File: src/rtl/led_pattern_pkg.sv
// rtl/led_pattern_pkg.sv - shared types and helpers for the LED pattern generator
package led_pattern_pkg;

  typedef enum logic [1:0] {
    MODE_BLINK   = 2'd0,
    MODE_CHASE   = 2'd1,
    MODE_BOUNCE  = 2'd2,
    MODE_BREATHE = 2'd3
  } mode_e;

  // Bits needed to hold 0..max_val; never narrower than one bit.
  function automatic int cnt_width(input int max_val);
    return (max_val < 1) ? 1 : $clog2(max_val + 1);
  endfunction

  // Pin level that leaves an LED dark for the given polarity.
  function automatic logic led_off_bit(input int active_low);
    return (active_low != 0) ? 1'b1 : 1'b0;
  endfunction

endpackage

File: src/rtl/led_pattern_gen_tick_divider.sv
// rtl/led_pattern_gen_tick_divider.sv - wrap-around prescaler producing a one-cycle tick
module tick_divider
  import led_pattern_pkg::*;
#(
  parameter int DIV = 2
) (
  input  logic clk,
  input  logic rst,
  input  logic clr,
  input  logic en,
  output logic tick
);

  localparam int W = cnt_width(DIV - 1);
  localparam logic [W-1:0] LAST = W'(DIV - 1);

  logic [W-1:0] cnt;

  assign tick = en && (cnt == LAST);

  // Count 0..DIV-1 while enabled; wrap is tested before incrementing.
  always_ff @(posedge clk) begin
    if (rst || clr) begin
      cnt <= '0;
    end else if (en) begin
      if (cnt == LAST) cnt <= '0;
      else             cnt <= cnt + 1'b1;
    end
  end

endmodule

File: src/rtl/led_pattern_gen.sv
// rtl/led_pattern_gen.sv - runtime-selectable blink/chase/bounce/breathe LED driver
module led_pattern_gen
  import led_pattern_pkg::*;
#(
  parameter int CLK_HZ      = 27000000,
  parameter int STEP_HZ     = 2,
  parameter int LED_NUMBER  = 6,
  parameter int PWM_BITS    = 8,
  parameter int BREATHE_DIV = 52734,
  parameter int ACTIVE_LOW  = 1
) (
  input  logic                  clk,
  input  logic                  rst,
  input  logic                  enable,
  input  logic [1:0]            mode,
  output logic [LED_NUMBER-1:0] leds,
  output logic                  step_pulse
);

  localparam int DIV   = CLK_HZ / STEP_HZ;
  localparam int POS_W = cnt_width(LED_NUMBER - 1);

  localparam logic [POS_W-1:0]    LAST_POS = POS_W'(LED_NUMBER - 1);
  localparam logic [POS_W-1:0]    PEN_POS  = POS_W'((LED_NUMBER > 1) ? LED_NUMBER - 2 : 0);
  localparam logic [PWM_BITS-1:0] PWM_MAX  = '1;
  localparam logic [PWM_BITS-1:0] PWM_PEN  = PWM_MAX - 1'b1;
  localparam logic [PWM_BITS-1:0] PWM_ONE  = PWM_BITS'(1);
  localparam logic [POS_W-1:0]    POS_ONE  = POS_W'(1);
  localparam logic [LED_NUMBER-1:0] LED_OFF = {LED_NUMBER{led_off_bit(ACTIVE_LOW)}};

  mode_e                 mode_q;
  logic                  mode_change;
  logic                  step_tick;
  logic                  fine_tick;
  logic                  blink_val;
  logic [POS_W-1:0]      pos;
  logic                  pos_up;
  logic [PWM_BITS-1:0]   duty;
  logic                  duty_up;
  logic [PWM_BITS-1:0]   pwm_cnt;
  logic [LED_NUMBER-1:0] pattern;

  assign mode_change = (mode != mode_q);

  tick_divider #(.DIV(DIV)) u_step_div (
    .clk  (clk),
    .rst  (rst),
    .clr  (mode_change),
    .en   (enable),
    .tick (step_tick)
  );

  tick_divider #(.DIV(BREATHE_DIV)) u_fine_div (
    .clk  (clk),
    .rst  (rst),
    .clr  (mode_change),
    .en   (enable),
    .tick (fine_tick)
  );

  // Pattern state: reset and mode change both restart the selected pattern without stepping.
  always_ff @(posedge clk) begin
    if (rst || mode_change) begin
      mode_q    <= mode_e'(mode);
      blink_val <= 1'b0;
      pos       <= '0;
      pos_up    <= 1'b1;
      duty      <= '0;
      duty_up   <= 1'b1;
      pwm_cnt   <= '0;
    end else if (enable) begin
      if (pwm_cnt == PWM_MAX) pwm_cnt <= '0;
      else                    pwm_cnt <= pwm_cnt + 1'b1;

      if (step_tick) begin
        case (mode_q)
          MODE_BLINK: blink_val <= ~blink_val;
          MODE_CHASE: begin
            if (pos == LAST_POS) pos <= '0;
            else                 pos <= pos + 1'b1;
          end
          MODE_BOUNCE: begin
            if (LED_NUMBER > 1) begin
              if (pos_up) begin
                pos <= pos + 1'b1;
                if (pos == PEN_POS) pos_up <= 1'b0;
              end else begin
                pos <= pos - 1'b1;
                if (pos == POS_ONE) pos_up <= 1'b1;
              end
            end
          end
          default: ;
        endcase
      end

      if (fine_tick && (mode_q == MODE_BREATHE)) begin
        if (duty_up) begin
          duty <= duty + 1'b1;
          if (duty == PWM_PEN) duty_up <= 1'b0;
        end else begin
          duty <= duty - 1'b1;
          if (duty == PWM_ONE) duty_up <= 1'b1;
        end
      end
    end
  end

  // Lit-LED vector (1 = lit) for the current mode and state.
  always_comb begin
    pattern = '0;
    case (mode_q)
      MODE_BLINK:   pattern = blink_val ? '1 : '0;
      MODE_CHASE,
      MODE_BOUNCE:  pattern = LED_NUMBER'(1) << pos;
      MODE_BREATHE: pattern = (pwm_cnt < duty) ? '1 : '0;
      default:      pattern = '0;
    endcase
  end

  // Registered pins and step strobe; pins hold while the generator is frozen.
  always_ff @(posedge clk) begin
    if (rst) begin
      leds       <= LED_OFF;
      step_pulse <= 1'b0;
    end else begin
      step_pulse <= step_tick && !mode_change;
      if (enable) leds <= (ACTIVE_LOW != 0) ? ~pattern : pattern;
    end
  end

endmodule
File: config.mk
export PLATFORM = sky130hd
export DESIGN_NAME = led_pattern_gen
export DESIGN_NICKNAME = d
export VERILOG_FILES = /design/src/rtl/led_pattern_pkg.sv /design/src/rtl/led_pattern_gen_tick_divider.sv /design/src/rtl/led_pattern_gen.sv
export SDC_FILE = /design/constraint.sdc
export NUM_CORES = 1
export LEC_CHECK = 0
export ABC_AREA = 1
export CAP_MARGIN = 25
export CORE_MARGIN = 2
export CORE_UTILIZATION = 56
export CTS_CLUSTER_DIAMETER = 200
export DETAILED_ROUTE_END_ITERATION = 12
export PLACE_DENSITY = 0.75
export SLEW_MARGIN = 15
export SYNTH_ARGS = -nofsm -noshare
export SYNTH_HDL_FRONTEND = slang
export SYNTH_SLANG_ARGS = --single-unit
File: constraint.sdc
create_clock -name clk -period 4.6 [get_ports clk]
set_input_delay 0.92 -clock clk [delete_from_list [all_inputs] [get_ports clk]]
set_output_delay 0.92 -clock clk [all_outputs]
set_load 0.02 [all_outputs]
==> flow_summary.html, run 1 <==
<table>
<tr><th>Metric</th><th>Value</th></tr>
<tr><th colspan="2">Clock tree</th></tr>
<tr><td>Post-cts hold buffer count</td><td>0</td></tr>
<tr><td>Clock insertion delay at the later pin of the skew report</td><td>0.36 ns</td></tr>
<tr><td>Clock slew at the register clock pins of the worst setup and hold paths</td><td>0.07 ns</td></tr>
<tr><td>CTS Sinks</td><td>71</td></tr>
<tr><td>Total CTS buffers</td><td>9</td></tr>
<tr><td>Clock tree from TritonCTS</td><td>done</td></tr>
<tr><td>H-tree lvl count</td><td>3</td></tr>
<tr><td>Root buffer cell</td><td>clkbuf_8</td></tr>
<tr><td>Total setup buffers inserted after CTS</td><td>0</td></tr>
<tr><td>Clock Tree Buf Depth</td><td>2</td></tr>
<tr><td>Post-CTS Resized</td><td>0</td></tr>
<tr><th colspan="2">Pwr</th></tr>
<tr><td>Cell leakage power</td><td>1.84 nW</td></tr>
<tr><td>Fraction of power consumed by the clock network</td><td>0.444</td></tr>
<tr><td>Power density cells</td><td>286 nW/µm²</td></tr>
<tr><td>Combinational share of power</td><td>0.066</td></tr>
<tr><td>Proportion of power drawn by flip-flops and latches</td><td>0.491</td></tr>
<tr><td>Peak ir drop on the vdd network</td><td>0.229 mV</td></tr>
<tr><td>Switching share of total power</td><td>0.239</td></tr>
<tr><td>Net Switching</td><td>0.000307 W</td></tr>
<tr><td>Cell-internal power</td><td>0.000978 W</td></tr>
<tr><th colspan="2">Hold path</th></tr>
<tr><td>Hold path depth</td><td>2</td></tr>
<tr><td>Worst hold path endpoint</td><td>u_fine_div.cnt[7]$_SDFFE_PP0P_</td></tr>
<tr><td>Critical hold path startpoint</td><td>u_fine_div.cnt[7]$_SDFFE_PP0P_</td></tr>
<tr><td>Hold WC Path Type</td><td>reg -&gt; reg</td></tr>
<tr><th colspan="2">Synth</th></tr>
<tr><td>Part of the Yosys area used for sequential elements</td><td>0.352</td></tr>
<tr><td>Total nets after synthesis</td><td>640</td></tr>
<tr><td>Synth warnings</td><td>0</td></tr>
<tr><td>Portion of synthesized cell area occupied by the leading cell type</td><td>0.337</td></tr>
<tr><td>Post-Synthesis Cells</td><td>611</td></tr>
<tr><td>Cell taking the most area after synthesis</td><td>dfxtp_1</td></tr>
<tr><td>Area of the mapped netlist</td><td>4100 µm²</td></tr>
<tr><td>#FFs+latches synth</td><td>71</td></tr>
<tr><td>Post-Synthesis Mean Instance Area</td><td>6.70 µm²</td></tr>
<tr><td>Number of unique standard cell types used by synthesis</td><td>38</td></tr>
<tr><td>Main area contributors after synthesis</td><td>dfxtp_1 34%, nand2_1 15%, nor2_1 7.8%, inv_1 7.5%, ha_1 7.3%</td></tr>
<tr><th colspan="2">Placement</th></tr>
<tr><td>Post-DP HPWL</td><td>5.98 mm</td></tr>
<tr><td>Gp weighted congestion</td><td>0.929</td></tr>
<tr><td>Placed cell areas</td><td>4260 µm²</td></tr>
<tr><td># port buffers</td><td>11</td></tr>
<tr><th colspan="2">Critical path</th></tr>
<tr><td>Startpoint of the lowest-slack register-to-register path</td><td>mode_q[1]$_DFFE_PP_</td></tr>
<tr><td>Cell with the largest stage delay on the worst path</td><td>clkdlybuf4s50_1</td></tr>
<tr><td>Dominant cell type by count on the critical path</td><td>inv_1</td></tr>
<tr><td>WS Path Type</td><td>in -&gt; reg</td></tr>
<tr><td>Reg-to-reg slack, setup</td><td>2.66 ns</td></tr>
<tr><td>Slowest cell delay on critical path</td><td>0.85 ns</td></tr>
<tr><td>Critical Path Source Type</td><td>primary input</td></tr>
<tr><td>RR Endpoint</td><td>u_fine_div.cnt[3]$_SDFFE_PP0P_</td></tr>
<tr><td>Worst EP required</td><td>4.88 ns</td></tr>
<tr><td>Largest driver fanout on the critical path</td><td>25</td></tr>
<tr><td>Crit. End Element</td><td>register</td></tr>
<tr><td>R2R cell count</td><td>8</td></tr>
<tr><td>Critical path data arrival time</td><td>3.09 ns</td></tr>
<tr><td>Cell-by-cell trace of the critical path</td><td>clkdlybuf4s50_1, nand2_1, inv_1, nand2_1, nor2_1, nand2_2, inv_1, nor2_1, inv_1, nor3_1</td></tr>
<tr><th colspan="2">Global routing</th></tr>
<tr><td>Via count of the first global-routing pass</td><td>3380</td></tr>
<tr><td>Maximum number of pins on one net before global-route repair</td><td>26</td></tr>
<tr><td>Combined global-route utilization of all metal layers</td><td>0.223</td></tr>
<tr><td>Global-route congestion overflow total</td><td>0</td></tr>
<tr><td>Initial antenna violation count</td><td>0</td></tr>
<tr><td>First-pass GRT wire length</td><td>14.1 mm</td></tr>
<tr><th colspan="2">Timing</th></tr>
<tr><td>Final setup vio count</td><td>0</td></tr>
<tr><td>Clock period minus final worst setup slack</td><td>2.81 ns</td></tr>
<tr><td>Slew HR</td><td>0.430</td></tr>
<tr><td>Fmax</td><td>0.356 GHz</td></tr>
<tr><td>Worst-margin pin slew</td><td>0.853 ns</td></tr>
<tr><td>Max Clock Skew</td><td>0.00968 ns</td></tr>
<tr><td>Max-slew violation count</td><td>0</td></tr>
<tr><td>Fraction of the cycle the final worst path needs</td><td>0.611</td></tr>
<tr><td>Total count of hold-check failures in the final report</td><td>0</td></tr>
<tr><td>Sum of negative setup slack</td><td>0 ns</td></tr>
<tr><td>Setup repair after global routing missed its margin</td><td>no</td></tr>
<tr><th colspan="2">Flow run</th></tr>
<tr><td>Max Cap Violations</td><td>0</td></tr>
<tr><th colspan="2">Floorplan</th></tr>
<tr><td>Area of the core region</td><td>7180 µm²</td></tr>
<tr><td>Row Count</td><td>31</td></tr>
<tr><td>Initial Utilization</td><td>0.571</td></tr>
<tr><td>Number of top-level pins</td><td>12</td></tr>
<tr><td>Die extent in x</td><td>89.5 µm</td></tr>
<tr><td>Die boundary height</td><td>89.5 µm</td></tr>
<tr><td>DIE AREA</td><td>8010 µm²</td></tr>
<tr><th colspan="2">Route</th></tr>
<tr><td>Detailed-route vias per instance</td><td>5.12</td></tr>
<tr><td>Vias</td><td>3714</td></tr>
<tr><td>Routed wire length</td><td>8.09 mm</td></tr>
<tr><td>Antenna viol nets, final</td><td>0</td></tr>
<tr><td>DRC violations left</td><td>0</td></tr>
<tr><td>Routed wire length per instance</td><td>11.1 µm</td></tr>
<tr><td>Number of detailed-route iterations in the first pass</td><td>5</td></tr>
<tr><td>Initial drt markers</td><td>135</td></tr>
<tr><th colspan="2">Layout</th></tr>
<tr><td>Total number of nets in the final design</td><td>651</td></tr>
<tr><td>Fraction of layout instances using a drive strength above 1</td><td>0.0670</td></tr>
<tr><td>Fillers</td><td>652</td></tr>
<tr><td>Post-layout instance area</td><td>4490 µm²</td></tr>
<tr><td>Area Overhead vs Synth</td><td>9.59%</td></tr>
<tr><td>N_diodes</td><td>0</td></tr>
<tr><th colspan="2">Run status</th></tr>
<tr><td>Result of the run</td><td>finished, final reports clean</td></tr>
</table>
-- worst max path at each step --
| stage | from | end |
|---|---|---|
| global route | enable | u_fine_div.cnt[9]$_SDFFE_PP0P_ |
| floorplan | enable | u_step_div.cnt[6]$_SDFFE_PP0P_ |
| detailed placement | enable | u_fine_div.cnt[3]$_SDFFE_PP0P_ |
| global placement | enable | u_fine_div.cnt[3]$_SDFFE_PP0P_ |
| CTS | enable | u_fine_div.cnt[3]$_SDFFE_PP0P_ |
| finish | enable | u_fine_div.cnt[3]$_SDFFE_PP0P_ |
-- worst max-delay path, delay by kind of cell --
family / cells / cell delay [ns]
buf+inv: 4 / 1.16
simple gates: 6 / 1.00
-- per-stage QoR --
step / utilization / std cells / power [W] / hold slack [ns] / worst slack (ns)
floorplan: - / 611 / 0.000706 / 0.434 / 2.64
global placement: 0.594 / 710 / 0.000727 / 0.444 / 1.41
detailed placement: 0.594 / 710 / 0.000729 / 0.451 / 1.40
CTS: 0.625 / 726 / 0.00130 / 0.462 / 1.74
global route: 0.625 / 726 / 0.00133 / 0.475 / 1.40
finish: 0.625 / 726 / 0.00128 / 0.460 / 1.79
-- state kept, by name, indices dropped and copies added (netlist names) --
signal	cells
u_step_div.cnt	24
mode_q	2
duty_up	1
pos_up	1
pos	3
u_fine_div.cnt	16
step_pulse	1
duty	8
leds	6
pwm_cnt	8
blink_val	1
-- area by class of cell --
cell class	instances	area, µm²	area share
Clock buffer	10	138	0.0307
Clock inverter	6	91.3	0.0204
Inverter	86	323	0.0719
Multi-Input combinational cell	442	2250	0.502
Sequential cell	71	1440	0.321
Tap cell	99	124	0.0276
Timing Repair Buffer	12	118	0.0262
-- synthesized netlist by cell type (all sizes together) --
cell      n
a21oi    39
a31oi     1
and3      1
buf       9
clkbuf    3
dfxtp    69
edfxtp    2
ha       24
inv      86
nand2   163
nand3    41
nand3b    3
nand4     6
nor2     92
nor3     21
nor3b     3
o211ai    1
o21ai    22
o21bai    1
o22ai     2
o31ai     1
or2       4
or3       1
xnor2     5
xor2     11
-- layer usage --
layer,GRT usage,up-vias,share of wire
li1,-,1956,-
met4,0.0855,0,0.017
met2,0.382,60,0.47
met5,0,-,0
met1,0.262,1688,0.47
met3,0.0693,10,0.038
-- cells by family after synthesis --
kind of cell             Yosys count  synth area share
AND/OR/NAND/NOR                  335             0.354
buffers and inverters             98            0.0978
flip-flops                        71             0.352
AO/OA/AOI/OAI                     67            0.0886
adder cells (fa/ha/maj)           24            0.0733
XOR/XNOR                          16            0.0342
-- power by group through the flow --
| stage | Sequential [W] | Clock (W) | Combinational (W) |
|---|---|---|---|
| after floorplan | 0.000648 | 0 | 0.0000576 |
| after global placement | 0.000644 | 0 | 0.0000829 |
| after detailed placement | 0.000645 | 0 | 0.0000842 |
| after CTS | 0.000630 | 0.000583 | 0.0000846 |
| after global routing | 0.000632 | 0.000607 | 0.0000957 |
| final | 0.000631 | 0.000570 | 0.0000843 |
-- cells in the final DEF, fill, tap and decap left out, types with 2 or more instances in the layout --
master           Yosys  layout
a21oi_1             37      37
a21oi_2              2       2
bufinv_16            0       2
clkbuf_8             0      10
clkdlybuf4s50_1      0      11
dfxtp_1             69      69
edfxtp_1             2       2
ha_1                24      24
inv_1               82      82
inv_2                4       4
inv_6                0       2
nand2_1            159     159
nand2_2              4       4
nand3_1             40      40
nand3b_1             3       3
nand4_1              6       6
nor2_1              85      85
nor2_2               3       3
nor2_4               4       4
nor3_1              19      19
nor3_2               2       2
nor3b_1              3       3
o21ai_0             18      18
o21ai_1              3       3
o22ai_1              2       2
or2_2                3       3
xnor2_1              5       5
xor2_1              11      11
(Power assumes the default switching activity.)
==> inputs of run 2 (changes only) <==
Settings changed: PLACE_DENSITY 0.75 to 0.77.
Clock period 4.6 ns to 2.33 ns, I/O delays scaled along.
==> run 2 against run 1 <==
  * Global-route usage up 0.64 points
  * Utilization up 0.94 points
  * Combinational power up 110%
  * Routed wire length up 4.2%
  * Setup slack worse by 1.3 ns
  * Final cell count up 1.1%
  * Worst hold slack better by 0.0061 ns
  * Via count up 1.2%
  * Sequential share of layout area down 0.48 points
  * First-iteration DRC count up 20%
==> flow_summary.html, run 2 (same netlist as run 1, synthesis figures left out) <==
<table>
<tr><th>Metric</th><th>Value</th></tr>
<tr><th colspan="2">Clock tree</th></tr>
<tr><td>Post-CTS Resized</td><td>0 (unchanged)</td></tr>
<tr><td>Clock tree from TritonCTS</td><td>done</td></tr>
<tr><td>Clock insertion delay at the later pin of the skew report</td><td>0.35 ns (about the same)</td></tr>
<tr><td>Clock Tree Buf Depth</td><td>2 (unchanged)</td></tr>
<tr><td>Root buffer cell</td><td>clkbuf_8</td></tr>
<tr><td>Clock slew at the register clock pins of the worst setup and hold paths</td><td>0.08 ns (about the same)</td></tr>
<tr><td>Total setup buffers inserted after CTS</td><td>0 (unchanged)</td></tr>
<tr><td>CTS Sinks</td><td>71 (unchanged)</td></tr>
<tr><td>H-tree lvl count</td><td>3 (unchanged)</td></tr>
<tr><td>Post-cts hold buffer count</td><td>0 (unchanged)</td></tr>
<tr><td>Total CTS buffers</td><td>9 (unchanged)</td></tr>
<tr><th colspan="2">Route</th></tr>
<tr><td>Detailed-route vias per instance</td><td>5.12 (about the same)</td></tr>
<tr><td>Routed wire length per instance</td><td>11.5 µm (+3.1%)</td></tr>
<tr><td>Number of detailed-route iterations in the first pass</td><td>4 (-1)</td></tr>
<tr><td>Antenna viol nets, final</td><td>0 (unchanged)</td></tr>
<tr><td>DRC violations left</td><td>0 (unchanged)</td></tr>
<tr><td>Routed wire length</td><td>8.43 mm (+4.2%)</td></tr>
<tr><td>Vias</td><td>3757 (+1.2%)</td></tr>
<tr><td>Initial drt markers</td><td>162 (+20%)</td></tr>
<tr><th colspan="2">Pwr</th></tr>
<tr><td>Net Switching</td><td>0.000596 W (+94%)</td></tr>
<tr><td>Cell-internal power</td><td>0.00201 W (+110%)</td></tr>
<tr><td>Combinational share of power</td><td>0.069 (+0.003)</td></tr>
<tr><td>Switching share of total power</td><td>0.228 (-0.0103)</td></tr>
<tr><td>Proportion of power drawn by flip-flops and latches</td><td>0.477 (-0.014)</td></tr>
<tr><td>Peak ir drop on the vdd network</td><td>0.331 mV (+45%)</td></tr>
<tr><td>Cell leakage power</td><td>1.88 nW (+2.3%)</td></tr>
<tr><td>Power density cells</td><td>572 nW/µm² (+100%)</td></tr>
<tr><td>Fraction of power consumed by the clock network</td><td>0.454 (+0.010)</td></tr>
<tr><th colspan="2">Hold path</th></tr>
<tr><td>Hold WC Path Type</td><td>reg -&gt; reg</td></tr>
<tr><th colspan="2">Floorplan</th></tr>
<tr><td>Die extent in x</td><td>89.5 µm (unchanged)</td></tr>
<tr><td>Area of the core region</td><td>7180 µm² (unchanged)</td></tr>
<tr><td>Number of top-level pins</td><td>12 (unchanged)</td></tr>
<tr><td>Row Count</td><td>31 (unchanged)</td></tr>
<tr><td>Initial Utilization</td><td>0.571 (unchanged)</td></tr>
<tr><td>Die boundary height</td><td>89.5 µm (unchanged)</td></tr>
<tr><td>DIE AREA</td><td>8010 µm² (unchanged)</td></tr>
<tr><th colspan="2">Layout</th></tr>
<tr><td>Area occupied by multi-input gates</td><td>2250 µm² (unchanged)</td></tr>
<tr><td>Most frequent standard cell in the layout excluding fill and tap cells</td><td>nand2_1</td></tr>
<tr><td>N_diodes</td><td>0 (unchanged)</td></tr>
<tr><td>Fillers</td><td>627 (-3.8%)</td></tr>
<tr><td>Utilization of the core after routing</td><td>0.635 (+0.00942)</td></tr>
<tr><td>Area Overhead vs Synth</td><td>11.2%</td></tr>
<tr><td>Max reg flops</td><td>24 (unchanged)</td></tr>
<tr><td>Combined flip-flop and latch cell area</td><td>1440 µm² (unchanged)</td></tr>
<tr><td>Total number of nets in the final design</td><td>659 (+1.2%)</td></tr>
<tr><td>Biggest registers after layout</td><td>u_step_div.cnt: 24 flops, u_fine_div.cnt: 16 flops</td></tr>
<tr><td>Most used cells in the layout excluding fill and tap cells</td><td>159 x nand2_1, 85 x nor2_1, 82 x inv_1</td></tr>
<tr><td>Fraction of layout instances using a drive strength above 1</td><td>0.0772 (+0.0102)</td></tr>
<tr><td>Most flops, register</td><td>u_step_div.cnt</td></tr>
<tr><th colspan="2">Timing</th></tr>
<tr><td>Setup repair after global routing missed its margin</td><td>no</td></tr>
<tr><td>Final setup vio count</td><td>0 (unchanged)</td></tr>
<tr><td>Max-slew violation count</td><td>0 (unchanged)</td></tr>
<tr><td>Sum of negative setup slack</td><td>0 ns (unchanged)</td></tr>
<tr><td>Clock period minus final worst setup slack</td><td>1.87 ns</td></tr>
<tr><td>Slew HR</td><td>0.689 (+0.260)</td></tr>
<tr><td>Fraction of the cycle the final worst path needs</td><td>0.801</td></tr>
<tr><td>Total count of hold-check failures in the final report</td><td>0 (unchanged)</td></tr>
<tr><td>Max Clock Skew</td><td>0.0110 ns (+0.00128 ns)</td></tr>
<tr><td>Min Hold Slack</td><td>0.466 ns (+0.00607 ns)</td></tr>
<tr><td>Worst-margin pin slew</td><td>0.462 ns (-0.390 ns)</td></tr>
<tr><td>Minimum setup slack in the final design</td><td>0.465 ns (-1.33 ns)</td></tr>
<tr><td>Fmax</td><td>0.536 GHz</td></tr>
<tr><th colspan="2">Run status</th></tr>
<tr><td>Result of the run</td><td>finished, final reports clean</td></tr>
<tr><th colspan="2">Critical path</th></tr>
<tr><td>Critical Path Source Type</td><td>primary input</td></tr>
<tr><td>Slowest cell delay on critical path</td><td>0.46 ns (-0.39 ns)</td></tr>
<tr><td>Worst path buffer plus inverter count</td><td>3 (-1)</td></tr>
<tr><td>Crit. End Element</td><td>register</td></tr>
<tr><td>WS Path Type</td><td>in -&gt; reg</td></tr>
<tr><td>Cell-by-cell trace of the critical path</td><td>clkdlybuf4s50_1, buf_4, nand2_1, nor3_1, nand3_1, nor2_4, inv_2, nand2_2, nor2_1</td></tr>
<tr><td>Worst EP required</td><td>2.57 ns (-2.31 ns)</td></tr>
<tr><td>Largest driver fanout on the critical path</td><td>13 (-48%)</td></tr>
<tr><td>Cell with the largest stage delay on the worst path</td><td>clkdlybuf4s50_1</td></tr>
<tr><td>Critical path data arrival time</td><td>2.10 ns (-0.99 ns)</td></tr>
<tr><td>CP top delay family</td><td>simple AND/OR/NAND/NOR gates</td></tr>
<tr><th colspan="2">Placement</th></tr>
<tr><td>Gp weighted congestion</td><td>0.903 (-2.8%)</td></tr>
<tr><td>Worst slack, placed</td><td>0.106 ns (-1.29 ns)</td></tr>
<tr><td># port buffers</td><td>11 (unchanged)</td></tr>
<tr><td>Post-DP HPWL</td><td>6.23 mm (+4.2%)</td></tr>
<tr><th colspan="2">Global routing</th></tr>
<tr><td>Global-route congestion overflow total</td><td>0 (unchanged)</td></tr>
<tr><td>First-pass GRT wire length</td><td>14.5 mm (+2.5%)</td></tr>
<tr><td>Initial antenna violation count</td><td>0 (unchanged)</td></tr>
<tr><td>Via count of the first global-routing pass</td><td>3477 (+2.9%)</td></tr>
<tr><td>Maximum number of pins on one net before global-route repair</td><td>15 (-42%)</td></tr>
<tr><td>Combined global-route utilization of all metal layers</td><td>0.230 (+0.00635)</td></tr>
<tr><th colspan="2">Flow run</th></tr>
<tr><td>Max Cap Violations</td><td>0 (unchanged)</td></tr>
</table>
-- run 2: cell count changes in the layout (fill, tap and decap cells not counted), sizes merged --
cell	before	now
clkinv	2	3
buf	1	9
inv	88	86
bufinv	2	3
-- run 2: metrics by stage --
stage,instances,cell area [µm²],total power (W)
6_report,734,4560,0.00261
5_1_grt,734,4560,0.00270
4_1_cts,734,4560,0.00263
3_5_place_dp,718,4320,0.00145
3_3_place_gp,718,4320,0.00145
2_1_floorplan,611,4100,0.00139
-- run 2: layout make-up --
cell class	count	share of cell area
Sequential cell	71	0.316
Multi-Input combinational cell	442	0.495
Clock inverter	6	0.0239
Timing Repair Buffer	20	0.0390
Clock buffer	10	0.0280
Tap cell	99	0.0272
Inverter	86	0.0709
-- run 2: worst register-to-register path, stage by stage (launching register included) --
cell and delay [ns]:
dfxtp_1 0.40, inv_1 0.09, ha_1 0.34, nand2_1 0.08, nand2_1 0.04, nor2_1 0.08, nand2_1 0.05, a21oi_1 0.12
nand2_1 0.16, nand2_1 0.10, nand2_1 0.07, nand2_1 0.07, nand2_1 0.04
-- run 2: final timing paths --
check                                  start  depth (start not counted)  slack (ns)                               to
max reg2reg             duty[7]$_SDFFE_PP0P_                         12        0.58             leds[0]$_SDFFE_PP1P_
min reg2reg  u_step_div.cnt[13]$_SDFFE_PP0P_                          2        0.47  u_step_div.cnt[13]$_SDFFE_PP0P_
min          u_step_div.cnt[13]$_SDFFE_PP0P_                          2        0.47  u_step_div.cnt[13]$_SDFFE_PP0P_
max                                   enable                          9        0.46   u_step_div.cnt[7]$_SDFFE_PP0P_
-- run 2: power by group through the flow --
stage / combinational [W] / clock, W / sequential, W
floorplan: 0.000114 / 0 / 0.00128
global placement: 0.000176 / 0 / 0.00127
detailed placement: 0.000179 / 0 / 0.00127
CTS: 0.000180 / 0.00121 / 0.00124
global route: 0.000200 / 0.00125 / 0.00125
finish: 0.000180 / 0.00118 / 0.00124
-- run 2: per-layer routing --
| layer | wire [µm] | part of all wire | GRT usage |
|---|---|---|---|
| met3 | 367 | 0.044 | 0.0545 |
| met1 | 3920 | 0.46 | 0.279 |
| met4 | 174 | 0.021 | 0.102 |
| met5 | 0 | 0 | 0 |
| met2 | 3970 | 0.47 | 0.387 |
==> inputs of run 3 (changes only) <==
Clock period 2.33 ns to 1.6 ns, I/O delays scaled along.
==> run 3 against run 2 <==
  * The flow now finishes with violations (setup timing)
  * Critical endpoint is now duty[6]$_SDFFE_PP0P_
  * Clock-buffer cell count is 1 lower
  * Sequential power grew 46%
  * Final cell count rose by 7.4%
  * Routed wire length up 16%
  * Cell area increased by 13%
  * Sequential cell count is the same
  * Via count rose by 7.1%
  * Clock power grew 8%
  * Clock skew down 0.0016 ns
  * Critical path depth is 3 higher
  * Sequential share of layout area decreased by 3.3 points
==> flow_summary.html, run 3 (same netlist as run 1, synthesis figures left out) <==
<table>
<tr><th>Metric</th><th>Value</th></tr>
<tr><th colspan="2">Critical path</th></tr>
<tr><td>CP Launch Point</td><td>u_fine_div.cnt[1]$_SDFFE_PP0P_</td></tr>
<tr><td>Crit. End Element</td><td>register</td></tr>
<tr><td>Startpoint of the lowest-slack register-to-register path</td><td>u_fine_div.cnt[1]$_SDFFE_PP0P_</td></tr>
<tr><td>WS Path Type</td><td>reg -&gt; reg</td></tr>
<tr><td>Worst EP required</td><td>1.85 ns (-0.72 ns)</td></tr>
<tr><td>Largest driver fanout on the critical path</td><td>7 (-6)</td></tr>
<tr><td>Critical Path Source Type</td><td>register</td></tr>
<tr><td>Critical path data arrival time</td><td>1.86 ns (-0.24 ns)</td></tr>
<tr><td>R2R cell count</td><td>12 (unchanged)</td></tr>
<tr><th colspan="2">Clock tree</th></tr>
<tr><td>Clock slew at the register clock pins of the worst setup and hold paths</td><td>0.08 ns (about the same)</td></tr>
<tr><td>Post-cts hold buffer count</td><td>0 (unchanged)</td></tr>
<tr><td>Total CTS buffers</td><td>9 (unchanged)</td></tr>
<tr><td>Root buffer cell</td><td>clkbuf_8</td></tr>
<tr><td>H-tree lvl count</td><td>3 (unchanged)</td></tr>
<tr><td>Clock Tree Buf Depth</td><td>2 (unchanged)</td></tr>
<tr><td>Clock tree from TritonCTS</td><td>done</td></tr>
<tr><td>CTS Sinks</td><td>71 (unchanged)</td></tr>
<tr><td>Clock insertion delay at the later pin of the skew report</td><td>0.35 ns (about the same)</td></tr>
<tr><th colspan="2">Placement</th></tr>
<tr><td># placed instances</td><td>759 (+5.7%)</td></tr>
<tr><td>Post-DP HPWL</td><td>6.61 mm (+6.1%)</td></tr>
<tr><td>Gp weighted congestion</td><td>0.896 (-0.74%)</td></tr>
<tr><td># port buffers</td><td>11 (unchanged)</td></tr>
<tr><th colspan="2">Hold path</th></tr>
<tr><td>Critical hold path startpoint</td><td>u_step_div.cnt[13]$_SDFFE_PP0P_</td></tr>
<tr><td>Hold path depth</td><td>2 (unchanged)</td></tr>
<tr><td>Hold WC Path Type</td><td>reg -&gt; reg</td></tr>
<tr><th colspan="2">Global routing</th></tr>
<tr><td>Initial antenna violation count</td><td>0 (unchanged)</td></tr>
<tr><td>Via count of the first global-routing pass</td><td>3643 (+4.8%)</td></tr>
<tr><td>Combined global-route utilization of all metal layers</td><td>0.239 (+0.00944)</td></tr>
<tr><td>Maximum number of pins on one net before global-route repair</td><td>15 (unchanged)</td></tr>
<tr><td>First-pass GRT wire length</td><td>15.0 mm (+4.0%)</td></tr>
<tr><td>Global-route congestion overflow total</td><td>0 (unchanged)</td></tr>
<tr><th colspan="2">Floorplan</th></tr>
<tr><td>DIE AREA</td><td>8010 µm² (unchanged)</td></tr>
<tr><td>Area of the core region</td><td>7180 µm² (unchanged)</td></tr>
<tr><td>Row Count</td><td>31 (unchanged)</td></tr>
<tr><td>Number of top-level pins</td><td>12 (unchanged)</td></tr>
<tr><td>Die boundary height</td><td>89.5 µm (unchanged)</td></tr>
<tr><td>Initial Utilization</td><td>0.571 (unchanged)</td></tr>
<tr><td>Die extent in x</td><td>89.5 µm (unchanged)</td></tr>
<tr><th colspan="2">Layout</th></tr>
<tr><td>Non-filler instance count after layout</td><td>788 (+7.4%)</td></tr>
<tr><td>Max reg flops</td><td>24 (unchanged)</td></tr>
<tr><td>Fillers</td><td>573 (-8.6%)</td></tr>
<tr><td>Area Overhead vs Synth</td><td>25.4%</td></tr>
<tr><td>Most flops, register</td><td>u_step_div.cnt</td></tr>
<tr><td>Fraction of layout instances using a drive strength above 1</td><td>0.222 (+0.145)</td></tr>
<tr><td>Most frequent standard cell in the layout excluding fill and tap cells</td><td>nand2_1</td></tr>
<tr><td>Total number of nets in the final design</td><td>713 (+8.2%)</td></tr>
<tr><td>Biggest registers after layout</td><td>u_step_div.cnt: 24 flops, u_fine_div.cnt: 16 flops</td></tr>
<tr><td>Most used cells in the layout excluding fill and tap cells</td><td>152 x nand2_1, 79 x nor2_1, 76 x inv_1</td></tr>
<tr><td>N_diodes</td><td>0 (unchanged)</td></tr>
<tr><th colspan="2">Pwr</th></tr>
<tr><td>Total Power Consumption</td><td>0.00342 W (+31%)</td></tr>
<tr><td>Power density cells</td><td>665 nW/µm² (+16%)</td></tr>
<tr><td>Cell leakage power</td><td>2.12 nW (+13%)</td></tr>
<tr><td>Peak ir drop on the vdd network</td><td>0.522 mV (+58%)</td></tr>
<tr><th colspan="2">Timing</th></tr>
<tr><td>Max-slew violation count</td><td>0 (unchanged)</td></tr>
<tr><td>Fraction of the cycle the final worst path needs</td><td>1.01</td></tr>
<tr><td>Clock period minus final worst setup slack</td><td>1.61 ns</td></tr>
<tr><td>Fmax</td><td>0.621 GHz</td></tr>
<tr><td>Min Hold Slack</td><td>0.469 ns (+0.00244 ns)</td></tr>
<tr><td>Max Clock Skew</td><td>0.00937 ns (-0.00159 ns)</td></tr>
<tr><td>Final setup vio count</td><td>1 (+1)</td></tr>
<tr><td>Minimum setup slack in the final design</td><td>-0.0115 ns (-0.476 ns)</td></tr>
<tr><td>Total count of hold-check failures in the final report</td><td>0 (unchanged)</td></tr>
<tr><td>Worst-margin pin slew</td><td>0.329 ns (-0.134 ns)</td></tr>
<tr><td>Slew HR</td><td>0.780 (+0.0912)</td></tr>
<tr><td>Setup repair after global routing missed its margin</td><td>yes</td></tr>
<tr><th colspan="2">Route</th></tr>
<tr><td>Vias</td><td>4022 (+7.1%)</td></tr>
<tr><td>Number of detailed-route iterations in the first pass</td><td>4 (unchanged)</td></tr>
<tr><td>Routed wire length per instance</td><td>12.4 µm (+7.8%)</td></tr>
<tr><td>Routed wire length</td><td>9.75 mm (+16%)</td></tr>
<tr><td>Antenna viol nets, final</td><td>0 (unchanged)</td></tr>
<tr><td>Detailed-route vias per instance</td><td>5.10 (-0.28%)</td></tr>
<tr><td>DRC violations left</td><td>0 (unchanged)</td></tr>
<tr><td>Initial drt markers</td><td>152 (-6.2%)</td></tr>
<tr><th colspan="2">Run status</th></tr>
<tr><td>Violated checks</td><td>setup timing</td></tr>
<tr><td>Result of the run</td><td>complete, but fails checks</td></tr>
<tr><th colspan="2">Flow run</th></tr>
<tr><td>Max Cap Violations</td><td>0 (unchanged)</td></tr>
</table>
==> run 3: changes by cell type in the layout (fill, tap and decap cells not counted), moves of 6 or more <==
cell,delta
ha_1,-6
clkdlybuf4s50_1,-8
nor2_1,-6
nand2_1,-7
nand3_1,-6
dfxtp_1,-10
o21ai_0,-7
dfxtp_2,+10
buf_4,+47
inv_1,-6
nand2_2,+6
dlygate4sd2_1,+8
==> run 3: path summary, 6_finish.rpt <==
path / end / slack (ns)
worst max-delay path: duty[6]$_SDFFE_PP0P_ / -0.01
worst min-delay path: u_step_div.cnt[13]$_SDFFE_PP0P_ / 0.47
worst min register to register: u_step_div.cnt[13]$_SDFFE_PP0P_ / 0.47
worst max register to register: duty[6]$_SDFFE_PP0P_ / -0.01
==> run 3: area by class of cell <==
| class | count | area, µm² | area share |
|---|---|---|---|
| Multi-Input combinational cell | 444 | 2460 | 0.478 |
| Inverter | 86 | 328 | 0.0638 |
| Tap cell | 99 | 124 | 0.0241 |
| Clock buffer | 9 | 124 | 0.0241 |
| Sequential cell | 71 | 1450 | 0.283 |
| Timing Repair Buffer | 72 | 599 | 0.117 |
| Clock inverter | 7 | 50.0 | 0.00975 |
==> run 3: through the flow <==
step | util | area [µm²] | setup TNS, ns | worst slack (ns)
2_1_floorplan | - | 4100 | 0 | 0.109
3_3_place_gp | 0.647 | 4640 | -22.27 | -0.407
3_5_place_dp | 0.647 | 4640 | -23.74 | -0.452
4_1_cts | 0.671 | 4810 | -0.00107 | -0.00107
5_1_grt | 0.716 | 5130 | -2.13 | -0.129
6_report | 0.716 | 5130 | -0.0115 | -0.0115
==> run 3: power by group <==
part	switching [W]	internal, W
combinational	0.000188	0.000138
clock	0.000718	0.000560
sequential	0.0000164	0.00180
==> run 3: per-layer routing <==
layer | GRT usage | wire, µm
met2 | 0.413 | 4880
met3 | 0.0545 | 314
met1 | 0.291 | 4380
met5 | 0 | 0
met4 | 0.0868 | 171
==> run 3: timing repair <==
item | 4_1_cts | 5_1_grt
setup endpoints to repair | 44 | 55
gates cloned | 0 | 4
endpoints found under the hold margin | 0 | 0
pin swaps | 1 | 13
resized for setup | 12 | 68
buffers inserted | 0 | 9
==> run 3: critical path, cell delays in order (launching register included) <==
cell and delay (ns):
dfxtp_2 0.32, inv_2 0.07, ha_4 0.13, nand2_2 0.05, inv_2 0.05, nand3_2 0.06
nor2_2 0.14, nand2_2 0.09, nor2_4 0.18, clkbuf_16 0.18, nand3_1 0.10, nand2_1 0.09
nor2_1 0.04
